`src/rtl/ram_bus_controller.sv`:
```
// ram_bus_controller
// Bridges the CPU data bus to port B of the shared dual-port block RAM.
// It decodes each CPU access as a RAM read, a RAM write or a
// memory-mapped peripheral access: the digital tube, the buttons or the
// IR code halves. It stalls the CPU until a one-cycle cpu_ready pulse.
// It also runs a hardware sweep that zeroes the RAM when the CPU asks.
// All outputs are registered. The reset is synchronous and active-low.

module ram_bus_controller #(
    parameter int ADDR_W      = 12,
    parameter int DATA_W      = 16,
    parameter int TUBE_ADDR   = 110,
    parameter int BTN_ADDR    = 111,
    parameter int IRH_ADDR    = 112,
    parameter int IRL_ADDR    = 113,
    parameter int CLEAR_DEPTH = 4096
) (
    input  logic              clk,
    input  logic              res,
    input  logic              cpu_sel,
    input  logic              cpu_load,
    input  logic [ADDR_W-1:0] cpu_addr,
    input  logic [DATA_W-1:0] cpu_wdata,
    input  logic              cpu_clr,
    output logic [DATA_W-1:0] cpu_rdata,
    output logic              cpu_ready,
    output logic              busy,
    output logic              clr_done,
    output logic [ADDR_W-1:0] ram_addr,
    output logic [DATA_W-1:0] ram_wdata,
    output logic              ram_we,
    input  logic [DATA_W-1:0] ram_q,
    input  logic [3:0]        btns,
    input  logic [DATA_W-1:0] ir_high,
    input  logic [DATA_W-1:0] ir_low,
    output logic [DATA_W-1:0] tube_value
);

    localparam logic [ADDR_W-1:0] TUBE_A = ADDR_W'(TUBE_ADDR);
    localparam logic [ADDR_W-1:0] BTN_A  = ADDR_W'(BTN_ADDR);
    localparam logic [ADDR_W-1:0] IRH_A  = ADDR_W'(IRH_ADDR);
    localparam logic [ADDR_W-1:0] IRL_A  = ADDR_W'(IRL_ADDR);

    // The counter always points one word ahead of the word being written.
    // The sweep therefore ends when the counter reaches CLEAR_DEPTH.
    // The extra counter bit lets it hold CLEAR_DEPTH without wrapping.
    localparam logic [ADDR_W:0] CLR_END = (ADDR_W + 1)'(CLEAR_DEPTH);

    typedef enum logic [2:0] {
        IDLE,
        RD_ADDR,
        RD_WAIT,
        RESP,
        CLEAR
    } state_t;

    state_t            state;
    logic [ADDR_W:0]   counter;
    logic              is_tube;
    logic              is_mapped;
    logic [DATA_W-1:0] periph_rdata;

    // Decode the mapped peripheral addresses and select their read value
    always_comb begin
        is_tube      = (cpu_addr == TUBE_A);
        is_mapped    = 1'b1;
        periph_rdata = '0;
        if (cpu_addr == TUBE_A) begin
            periph_rdata = tube_value;
        end else if (cpu_addr == BTN_A) begin
            periph_rdata = {{(DATA_W - 4){1'b0}}, ~btns};
        end else if (cpu_addr == IRH_A) begin
            periph_rdata = ir_high;
        end else if (cpu_addr == IRL_A) begin
            periph_rdata = ir_low;
        end else begin
            is_mapped = 1'b0;
        end
    end

    // Access sequencer and clear sweep, with every output registered
    always_ff @(posedge clk) begin
        if (!res) begin
            state      <= IDLE;
            counter    <= '0;
            cpu_rdata  <= '0;
            cpu_ready  <= 1'b0;
            busy       <= 1'b0;
            clr_done   <= 1'b0;
            ram_addr   <= '0;
            ram_wdata  <= '0;
            ram_we     <= 1'b0;
            tube_value <= '0;
        end else begin
            cpu_ready <= 1'b0;
            clr_done  <= 1'b0;
            ram_we    <= 1'b0;
            busy      <= 1'b0;
            case (state)
                IDLE: begin
                    if (cpu_clr) begin
                        // Write word 0 in the first cycle. The counter then moves on to word 1.
                        ram_we    <= 1'b1;
                        ram_addr  <= '0;
                        ram_wdata <= '0;
                        busy      <= 1'b1;
                        counter   <= {{ADDR_W{1'b0}}, 1'b1};
                        state     <= CLEAR;
                    end else if (cpu_sel) begin
                        if (!is_mapped) begin
                            ram_addr <= cpu_addr;
                            if (cpu_load) begin
                                state <= RD_ADDR;
                            end else begin
                                ram_wdata <= cpu_wdata;
                                ram_we    <= 1'b1;
                                cpu_ready <= 1'b1;
                                state     <= RESP;
                            end
                        end else begin
                            if (cpu_load) begin
                                cpu_rdata <= periph_rdata;
                            end else if (is_tube) begin
                                tube_value <= cpu_wdata;
                            end
                            cpu_ready <= 1'b1;
                            state     <= RESP;
                        end
                    end
                end
                RD_ADDR: begin
                    state <= RD_WAIT;
                end
                RD_WAIT: begin
                    cpu_rdata <= ram_q;
                    cpu_ready <= 1'b1;
                    state     <= RESP;
                end
                RESP: begin
                    state <= IDLE;
                end
                CLEAR: begin
                    if (counter == CLR_END) begin
                        clr_done <= 1'b1;
                        state    <= IDLE;
                    end else begin
                        ram_we    <= 1'b1;
                        ram_addr  <= counter[ADDR_W-1:0];
                        ram_wdata <= '0;
                        busy      <= 1'b1;
                        counter   <= counter + 1'b1;
                    end
                end
                default: begin
                    state <= IDLE;
                end
            endcase
        end
    end

endmodule

```
`config.mk`:
```
export PLATFORM = sky130hd
export DESIGN_NAME = ram_bus_controller
export DESIGN_NICKNAME = d
export VERILOG_FILES = /design/src/rtl/ram_bus_controller.sv
export SDC_FILE = /design/constraint.sdc
export NUM_CORES = 1
export LEC_CHECK = 0
export ABC_AREA = 1
export BUFFER_PORTS_ARGS = -buffer_cell sky130_fd_sc_hd__buf_2
export CORE_UTILIZATION = 45
export DETAILED_ROUTE_END_ITERATION = 8
export PLACE_DENSITY = 0.83
export SLEW_MARGIN = 20
export SYNTH_ARGS = -nofsm -noshare
export SYNTH_HDL_FRONTEND = slang
export SYNTH_SLANG_ARGS = --single-unit
```
`constraint.sdc`:
```
create_clock -name clk -period 1.6 [get_ports clk]
set_input_delay 0.16 -clock clk [delete_from_list [all_inputs] [get_ports clk]]
set_output_delay 0.16 -clock clk [all_outputs]
set_load 0.02 [all_outputs]
```
==> results.yml <==
worst_setup_path:
  crit_type: "flop to flop"
  worstPathCellList: "buf_4 > ha_1 > inv_1 > nor3_1 > nand2_1 > nor2_4 > nand2_2 > nand2_1 > nand2_1 > nor2_1"
  critPathCaptureType: "flop"
  cp.arrival_ns: 2.05
  rr_worst_depth: 10
  crit_fanout: 3
  rrSetupSlack_ns: -0.15
  cp.depth: 10
  crit_slowest_cell: "dfxtp_2"
  worst-path-buf-inv: 2
  worstReg2RegStart: "counter[0]"
  cp_top_family: "simple AND/OR/NAND/NOR gates"
  cp_common_cell: "nand2_1"
  critPathRequiredTime_ns: 1.90
  rr_endpoint: "counter[12]"
  startpoint_type: "flop"
  slowest_delay_ns: 0.35
worst_hold_path:
  hp-class: "input port to flop"
  worstHoldStart: "cpu_wdata[14]"
  hold_end: "tube_value[14]"
  min_path_cells: 3
timing:
  max_freq_ghz: 0.570
  setup_viol: 38
  layout_setup_ws_ns: -0.154
  rsz0062_at_grt: "true"
  finalSetupTns_ns: -2.51
  hold_viol: 0
  slew_viol_final: 0
  holdWs_ns: 0.0429
  worst_pin_slew_ns: 0.498
  finalCriticalPeriod_ns: 1.75
  slew_headroom_pct: 66.6
  finalCritPeriodShare_pct: 110
  fin_skew_ns: 0.0146
clocking:
  clk_pin_slew_ns: 0.09
  clk_root_buffer_cell: "clkbuf_8"
  clkSinkCount: 80
  tritoncts: "done"
  numCtsBuffers: 9
  clockBufferDepth: 2
  cts_hold_buf: 0
  htree_levels: 3
  clkLatencyLatePin_ns: 0.35
synthesis:
  yosysWarningCount: 0
  ys_ff_latch: 80
  yosysTopAreaCellShare_pct: 37.9
  ys_seq_area_share_pct: 37.9
  synth_cell_types: 37
  synth_area_sq_um: 4230
  synth.avg_cell_area_sq_um: 6.86
  synth.area.top_cells: "dfxtp_1, nand2_1, nand3_1, a21oi_1, inv_1"
  synthCells: 616
  synth.net_count: 703
  synth_top_cell_by_area: "dfxtp_1"
cells_and_area:
  fillers: 693
  final_cell_mix: "buf_2, nand2_1, dfxtp_1"
  stdcell_area_sq_um: 6250
  nets: 917
  fin_util_pct: 70.3
  synthToLayoutAreaGrowth_pct: 47.9
  diodes: 0
  seq_area_sq_um: 1610
  layout_commonest_cell: "buf_2"
  multi_input_area_sq_um: 2470
  stdcell_count: 943
  drive_gt1_share_pct: 42.4
route:
  vias_per_cell: 5.51
  drtIter0Drc: 385
  wl_per_cell_um: 16.3
  vias: 5198
  drc: 0
  wl_um: 15400
  firstDrtPassIters: 5
  postRouteAntennaNets: 0
global_routing:
  grt_use_met2_pct: 49.8
  grt-ovfl-total: 0
  antenna_found_initial: 1
  first_global_vias: 4767
  grt_busiest_layer: "met2"
  grt_use_met1_pct: 37.7
  track_usage_pct: 29.9
  grt_first_pass_wirelength_um: 23100
  grt_max_degree: 54
  use_met3_pct: 6.10
die:
  initial_utilization_pct: 47.5
  io_pins: 149
  die-area_sq_um: 9780
  dieWidth_um: 98.9
  die-height_um: 98.9
  rows: 34
  coreArea_sq_um: 8890
flow_run:
  drv_cap: 0
power:
  pwr-share-clk_pct: 23.2
  internal-power_mw: 4.10
  ir_drop_mv: 0.718
  p_leak_nw: 3.01
  power.density_nw_per_um2: 1060
  switching_share_pct: 38.1
  p_switching_mw: 2.53
  combPwrFrac_pct: 40.8
  power_mw: 6.63
  pwr-share-seq_pct: 36.0
placement:
  place_hpwl_um: 10400
  gp_congestion: 0.984
  dpl_cell_area_sq_um: 5390
  dp.cells: 894
  port_buffers: 148
  dp_slack_ns: -0.172
run_status:
  outcome: "complete, but fails checks"
  violations: "negative setup slack"
==> layout make-up <==
| type | instances | share of cell area [%] |
|---|---|---|
| well taps | 108 | 2.16 |
| repair buffers | 228 | 24.4 |
| flip-flops and latches | 80 | 25.8 |
| clock inverters | 7 | 1.22 |
| clock buffers | 9 | 1.98 |
| multi-input cells | 437 | 39.6 |
| repair inverters | 2 | 0.280 |
| inverters | 72 | 4.58 |
==> routing by layer <==
layer / up-vias / share of wire (%)
met5: - / 0.065
met4: 2 / 4.0
met3: 60 / 8.4
met2: 311 / 47
met1: 2374 / 40
li1: 2451 / -
==> Yosys cell counts (all sizes together) <==
library cell and instances:
buf 19, ha 2, clkbuf 10, mux2i 12
nand4 20, o22ai 6, nand3 58, or2 4
a31oi 2, and3 1, o211ai 2, nor2 69
nand2 135, dfxtp 80, o31ai 1, clkinv 1
nor3 9, o21ai 53, a21oi 60, inv 71
o21bai 1
==> how the worst max path moves through the flow <==
stage / from / to / slack (ns)
after floorplan: counter[0] / ram_wdata[10] / 0.02
after detailed placement: counter[10] / ram_wdata[6] / -0.17
final: counter[0] / counter[12] / -0.15
after CTS: counter[8] / ram_wdata[8] / -0.03
after global routing: counter[0] / counter[12] / -0.24
after global placement: counter[10] / ram_wdata[0] / -0.1
==> sequential cells by signal, summed over array words and instances, names as in the netlist <==
name / cells
busy: 1
cpu_ready: 1
ram_addr: 12
cpu_rdata: 16
ram_wdata: 16
tube_value: 16
clr_done: 1
counter: 13
state: 3
ram_we: 1
==> power by group through the flow <==
stage	registers, mW	clock network, mW	logic (mW)
2_1_floorplan	2.65	0	0.996
3_3_place_gp	2.38	0	1.83
3_5_place_dp	2.39	0	1.88
4_1_cts	2.36	1.55	2.39
5_1_grt	2.41	1.65	2.89
6_report	2.39	1.54	2.70
==> repair_timing <==
action / in CTS / in global routing
cloned: 5 / 3
setup endpoints to repair: 31 / 45
pin swaps: 11 / 18
buffers inserted: 17 / 9
resized for setup: 50 / 58
==> cells by family (layout without fill, tap and decap cells) <==
logic type	count (synthesis)	after routing	share of synthesized area, %
AO/OA/AOI/OAI	125	125	16.3
AND/OR/NAND/NOR	296	298	31.8
multiplexers	12	12	2.84
adder cells (fa/ha/maj)	2	2	0.592
buffers and inverters	101	318	10.6
flip-flops	80	80	37.9
==> worst min-delay path, stage by stage <==
cell     delay [ns]
buf_2          0.10
inv_1          0.04
a21oi_1        0.05
Note: power is estimated with default switching activity, not from simulation.
